`src/rtl/wide_add_seq_pkg.sv`:
```
// Shared constants, state encoding and sizing helpers for the wide add/sub sequencer.
package wide_add_seq_pkg;

    localparam int unsigned SLICE_W = 16;

    typedef enum logic [1:0] {
        IDLE = 2'b00,
        RUN  = 2'b01,
        DONE = 2'b10
    } state_e;

    // Slice index width; never below one bit so the index register always exists.
    function automatic int unsigned idx_width(input int unsigned words);
        return (words <= 1) ? 1 : $clog2(words);
    endfunction

endpackage

```
`src/rtl/wide_add_seq_adder_16.sv`:
```
// 16-bit carry-lookahead adder slice: four 4-bit groups with group generate/propagate.
module adder_16 (
    input  logic [15:0] a,
    input  logic [15:0] b,
    input  logic        in_c,
    output logic        out_c,
    output logic [15:0] s
);

    logic [15:0] p;
    logic [15:0] g;
    logic [16:0] c;
    logic [3:0]  grp_p;
    logic [3:0]  grp_g;
    logic [4:0]  grp_c;

    always_comb begin
        p     = a ^ b;
        g     = a & b;
        grp_p = '0;
        grp_g = '0;
        grp_c = '0;
        c     = '0;

        // Group generate/propagate over each nibble.
        for (int k = 0; k < 4; k++) begin
            grp_p[k] = &p[4*k +: 4];
            grp_g[k] = g[4*k+3]
                     | (p[4*k+3] & g[4*k+2])
                     | (p[4*k+3] & p[4*k+2] & g[4*k+1])
                     | (p[4*k+3] & p[4*k+2] & p[4*k+1] & g[4*k]);
        end

        grp_c[0] = in_c;
        for (int k = 0; k < 4; k++) begin
            grp_c[k+1] = grp_g[k] | (grp_p[k] & grp_c[k]);
        end

        for (int k = 0; k < 4; k++) begin
            c[4*k] = grp_c[k];
            for (int j = 0; j < 3; j++) begin
                c[4*k+j+1] = g[4*k+j] | (p[4*k+j] & c[4*k+j]);
            end
        end
        c[16] = grp_c[4];

        s     = p ^ c[15:0];
        out_c = c[16];
    end

endmodule

```
`src/rtl/wide_add_seq.sv`:
```
// Multi-cycle WORDS*16-bit add/subtract sequencer time-sharing one adder_16 slice,
// least significant slice first, with valid/ready handshakes on both sides.
module wide_add_seq
    import wide_add_seq_pkg::*;
#(
    parameter int unsigned WORDS = 4
) (
    input  logic                       clk,
    input  logic                       rst,
    input  logic                       in_valid,
    output logic                       in_ready,
    input  logic [SLICE_W*WORDS-1:0]   a,
    input  logic [SLICE_W*WORDS-1:0]   b,
    input  logic                       sub,
    output logic                       out_valid,
    input  logic                       out_ready,
    output logic [SLICE_W*WORDS-1:0]   sum,
    output logic                       carry,
    output logic                       overflow,
    output logic                       zero
);

    localparam int unsigned W     = SLICE_W * WORDS;
    localparam int unsigned IDX_W = idx_width(WORDS);

    state_e             state_q;
    state_e             state_d;
    logic [IDX_W-1:0]   idx_q;
    logic               cin_q;
    logic [W-1:0]       opa_q;
    logic [W-1:0]       opb_q;

    logic [SLICE_W-1:0] slice_a_c;
    logic [SLICE_W-1:0] slice_b_c;
    logic [SLICE_W-1:0] slice_s_c;
    logic               slice_cout_c;
    logic               last_c;
    logic [W-1:0]       sum_nx_c;

    adder_16 u_adder (
        .a     (slice_a_c),
        .b     (slice_b_c),
        .in_c  (cin_q),
        .out_c (slice_cout_c),
        .s     (slice_s_c)
    );

    // Operand slice selection and the result as it will look after this edge.
    always_comb begin
        slice_a_c = opa_q[SLICE_W*idx_q +: SLICE_W];
        slice_b_c = opb_q[SLICE_W*idx_q +: SLICE_W];
        last_c    = (idx_q == IDX_W'(WORDS - 1));
        sum_nx_c  = sum;
        sum_nx_c[SLICE_W*idx_q +: SLICE_W] = slice_s_c;
    end

    // Next-state logic; the unused 2'b11 code behaves as IDLE.
    always_comb begin
        state_d = state_q;
        case (state_q)
            RUN:     if (last_c)    state_d = DONE;
            DONE:    if (out_ready) state_d = IDLE;
            default: if (in_valid)  state_d = RUN;
        endcase
    end

    always_ff @(posedge clk) begin
        if (rst) begin
            state_q <= IDLE;
        end else begin
            state_q <= state_d;
        end
    end

    // Handshake flags registered from the next state.
    always_ff @(posedge clk) begin
        if (rst) begin
            in_ready  <= 1'b1;
            out_valid <= 1'b0;
        end else begin
            in_ready  <= (state_d == IDLE);
            out_valid <= (state_d == DONE);
        end
    end

    // Datapath: operand latch, slice walk with carry chaining, flag capture on the last slice.
    always_ff @(posedge clk) begin
        if (rst) begin
            idx_q    <= '0;
            cin_q    <= 1'b0;
            opa_q    <= '0;
            opb_q    <= '0;
            sum      <= '0;
            carry    <= 1'b0;
            overflow <= 1'b0;
            zero     <= 1'b0;
        end else begin
            case (state_q)
                RUN: begin
                    sum   <= sum_nx_c;
                    cin_q <= slice_cout_c;
                    idx_q <= idx_q + IDX_W'(1);
                    if (last_c) begin
                        carry    <= slice_cout_c;
                        overflow <= (opa_q[W-1] ^ opb_q[W-1] ^ slice_s_c[SLICE_W-1]) ^ slice_cout_c;
                        zero     <= ~|sum_nx_c;
                    end
                end
                DONE: begin
                end
                default: begin
                    if (in_valid) begin
                        opa_q <= a;
                        opb_q <= sub ? ~b : b;
                        cin_q <= sub;
                        idx_q <= '0;
                    end
                end
            endcase
        end
    end

endmodule
```
`config.mk`:
```
export PLATFORM = sky130hd
export DESIGN_NAME = wide_add_seq
export DESIGN_NICKNAME = d
export VERILOG_FILES = /design/src/rtl/wide_add_seq_pkg.sv /design/src/rtl/wide_add_seq_adder_16.sv /design/src/rtl/wide_add_seq.sv
export SDC_FILE = /design/constraint.sdc
export NUM_CORES = 1
export LEC_CHECK = 0
export ABC_AREA = 1
export CAP_MARGIN = 40
export CELL_PAD_IN_SITES_DETAIL_PLACEMENT = 0
export CELL_PAD_IN_SITES_GLOBAL_PLACEMENT = 2
export CORE_MARGIN = 10
export CORE_UTILIZATION = 26
export DETAILED_ROUTE_END_ITERATION = 10
export GPL_ROUTABILITY_DRIVEN = 1
export PLACE_DENSITY_LB_ADDON = 0.1
export REMOVE_ABC_BUFFERS = 1
export SLEW_MARGIN = 10
export SYNTH_ARGS = -nofsm -noshare
export SYNTH_HDL_FRONTEND = slang
export SYNTH_SLANG_ARGS = --single-unit
export TNS_END_PERCENT = 5
```
`constraint.sdc`:
```
create_clock -name clk -period 5 [get_ports clk]
set_clock_uncertainty 0.1 [all_clocks]
set_input_delay 0.5 -clock clk [delete_from_list [all_inputs] [get_ports clk]]
set_output_delay 0.5 -clock clk [all_outputs]
set_load 0.005 [all_outputs]
```
==> summary.md <==
| Metric | Value |
|---|---|
| First-pass GRT wire length | 62000 um |
| Period utilization | 0.898 |
| Critical path type | flip-flop to flip-flop |
| Post-DP Area | 13100 um^2 |
| Initial Util | 0.265 |
| Slew Viols, Final | 0 |
| Maximum root-to-sink buffer count | 3 |
| Worst Tran Pin Value | 0.870 ns |
| Crit path time final | 4.49 ns |
| Area leader, netlist | dfxtp_1 |
| Clk sinks | 202 |
| Max incr delay on CP | 0.46 ns |
| Pre-CTS setup slack | 0.430 ns |
| DR WL/cell | 17.8 um |
| Distinct cells, synth | 31 |
| Synth Area in Compound Gates | 0.192 |
| Max Fclk | 0.223 GHz |
| Dpl hpwl | 28800 um |
| Final hold vios | 0 |
| Post-synth top area share | 0.381 |
| Final hold slack | 0.376 ns |
| Most common cell after layout, fill and taps aside | nor2_1 |
| Fraction of layout cells with a size suffix above 1 | 0.0447 |
| GR peak layer | met2 |
| GRT met3 Usage | 0.0272 |
| Crit path capture type | flip-flop |
| Tightest Hold Check Type | flip-flop to flip-flop |
| Pwr Density | 376 nW/um^2 |
| Synth Area in Adders | 0.0509 |
| Routed Antenna Nets | 0 |
| Synth top area cells | dfxtp_1 38%, nor2_1 12%, o21ai_0 11% |
| Post-synthesis simple-gate area fraction | 0.226 |
| Nets@finish | 1873 |
| CTS Hold Bufs | 0 |
| Chip Height | 222 um |
| Slew HR | 0.420 |
| Routed vias | 10300 |
| Clock slew at reported path FFs | 0.06 ns |
| CTS Buf Count | 26 |
| Horiz. Die Dim | 222 um |
| Final setup fails | 0 |
| Leakage | 6.04 nW |
| Mean Syn Cell Area | 6.82 um^2 |
| Pin count of the biggest net entering global routing | 122 |
| Mapped Area | 10600 um^2 |
| H-tree levels | 1 |
| CP max stage cell | dfxtp_4 |
| Yosys warns | 0 |
| All-layer global routing usage | 0.155 |
| Die area | 49300 um^2 |
| Vias in the first global route | 10300 |
| CP most frequent cell | nand2_1 |
| Cell Count, Final, Fillers Out | 2248 |
| Status | completed |
| # fillers | 4408 |
| Final Instance Area | 14000 um^2 |
| Diode count | 0 |
| Clk_lat worst skew | 0.54 ns |
| Synthesis-to-layout area growth | 31.7% |
| Port Buf Inserts | 201 |
| Mux contribution to synthesized area | 0 |
| Cell count after synthesis | 1556 |
| CP Data Arrival Time | 4.86 ns |
| GRT met2 Usage | 0.259 |
| CP Launch Type | flip-flop |
| Post-synthesis sequential area ratio | 0.381 |
| Routability cong. | 0.752 |
| RSZ-0062 raised after global routing | no |
| GR Util met1 | 0.206 |
| Largest family of logic cells by synthesized area | simple AND/OR/NAND/NOR gates |
| Drt total wl | 40000 um |
| Worst path required time | 5.37 ns |
| Most frequent cells in the layout | 330 x nor2_1, 247 x nand2_1, 240 x o21ai_0, 201 x dfxtp_1, 199 x clkdlybuf4s50_1 |
| DRC | 0 |
| CTS tree | built |
| Max-cap violation count | 0 |
| Post-Place Cells | 2200 |
| Core box area | 40000 um^2 |
| Row Count | 73 |
| First-pass detailed-route iteration total | 5 |
| Register bit total from synthesis | 202 |
| Vias/cell | 4.57 |
| Gr ovfl total | 0 |
| Xor and xnor area share after synthesis | 0.0553 |
| Worst Slack Setup Final | 0.511 ns |
| Crit Path Max Fanout | 38 |
| IO Count | 202 |
| VDD IR max | 212 uV |
| First-iteration detailed-routing DRC count | 568 |
| Initial antenna violation count | 0 |
| Clock root cell | clkbuf_16 |
-- sequential cells by signal, summed over array words and instances, names as in the netlist --
name and count:
overflow 1, state_q 2, opa_q 64, carry 1
zero 1, in_ready 1, opb_q 64, idx_q 2
cin_q 1, out_valid 1, sum 64
-- metal layers --
metal | part of all wire | wire length (um)
met2 | 0.47 | 18700
met1 | 0.47 | 18900
met3 | 0.044 | 1750
met4 | 0.017 | 671
met5 | 0 | 0
-- path summary, 6_finish.rpt --
path / from / end / slack, ns / depth (start not counted)
worst max register to register: idx_q[0] / zero / 0.51 / 26
worst min register to register: opa_q[23] / opa_q[23] / 0.38 / 2
worst min-delay path: opa_q[23] / opa_q[23] / 0.38 / 2
worst max-delay path: idx_q[0] / zero / 0.51 / 26
-- logic make-up (layout without fill, tap and decap cells) --
logic type	count (synthesis)	count (layout)
AND/OR/NAND/NOR	620	620
AO/OA/AOI/OAI	384	384
buffers and inverters	247	414
flip-flops	202	202
XOR/XNOR	67	67
adder cells (fa/ha/maj)	36	36
-- metrics by stage --
stage	utilization	TNS, ns	power, W
floorplan	-	-19.87	0.00266
global placement	0.326	0	0.00333
detailed placement	0.326	0	0.00334
CTS	0.349	0	0.00535
global route	0.349	0	0.00557
finish	0.349	0	0.00525
-- critical path: cells and delay by family (launching register included) --
kind / cells / cell delay (ns)
and+or+nand+nor: 16 / 1.59
adders and majority gates: 4 / 1.51
DFF: 1 / 0.46
AOI/OAI and AO/OA: 3 / 0.43
buffers and inverters: 3 / 0.33
-- cells in the mapped netlist (all sizes together) --
master  instances
o21ai         241
nand4           6
a32o            1
a311oi          1
inv           144
or2             1
xor2            1
fa             12
ha             24
clkinv          2
a21oi         101
buf            35
xnor2          66
o21bai          2
o22ai          13
a32oi          20
nand3          31
o211ai          4
nand3b          2
nand2         248
clkbuf         66
nor2          332
a31oi           1
dfxtp         202
-- final cells by class --
type	count	area, um^2	area share
Multi-Input combinational cell	1107	5600	0.400
Sequential cell	202	4050	0.290
Timing Repair Buffer	221	2220	0.159
Clock buffer	42	812	0.0581
Tap cell	525	657	0.0470
Inverter	146	554	0.0397
Clock inverter	5	86.3	0.00618
-- repair_timing --
item                       4_1_cts  5_1_grt
gates resized for setup          0        2
setup endpoints to repair        0        1
hold endpoints to repair         0        0
buffers inserted                 0        1
-- power breakdown --
| group | internal (W) | switching, W | leakage (nW) |
|---|---|---|---|
| clock network | 0.00121 | 0.000760 | 0.441 |
| logic | 0.000559 | 0.000837 | 3.93 |
| registers | 0.00177 | 0.000113 | 1.67 |
| total | 0.00354 | 0.00171 | 6.04 |
(Power assumes the default switching activity.)
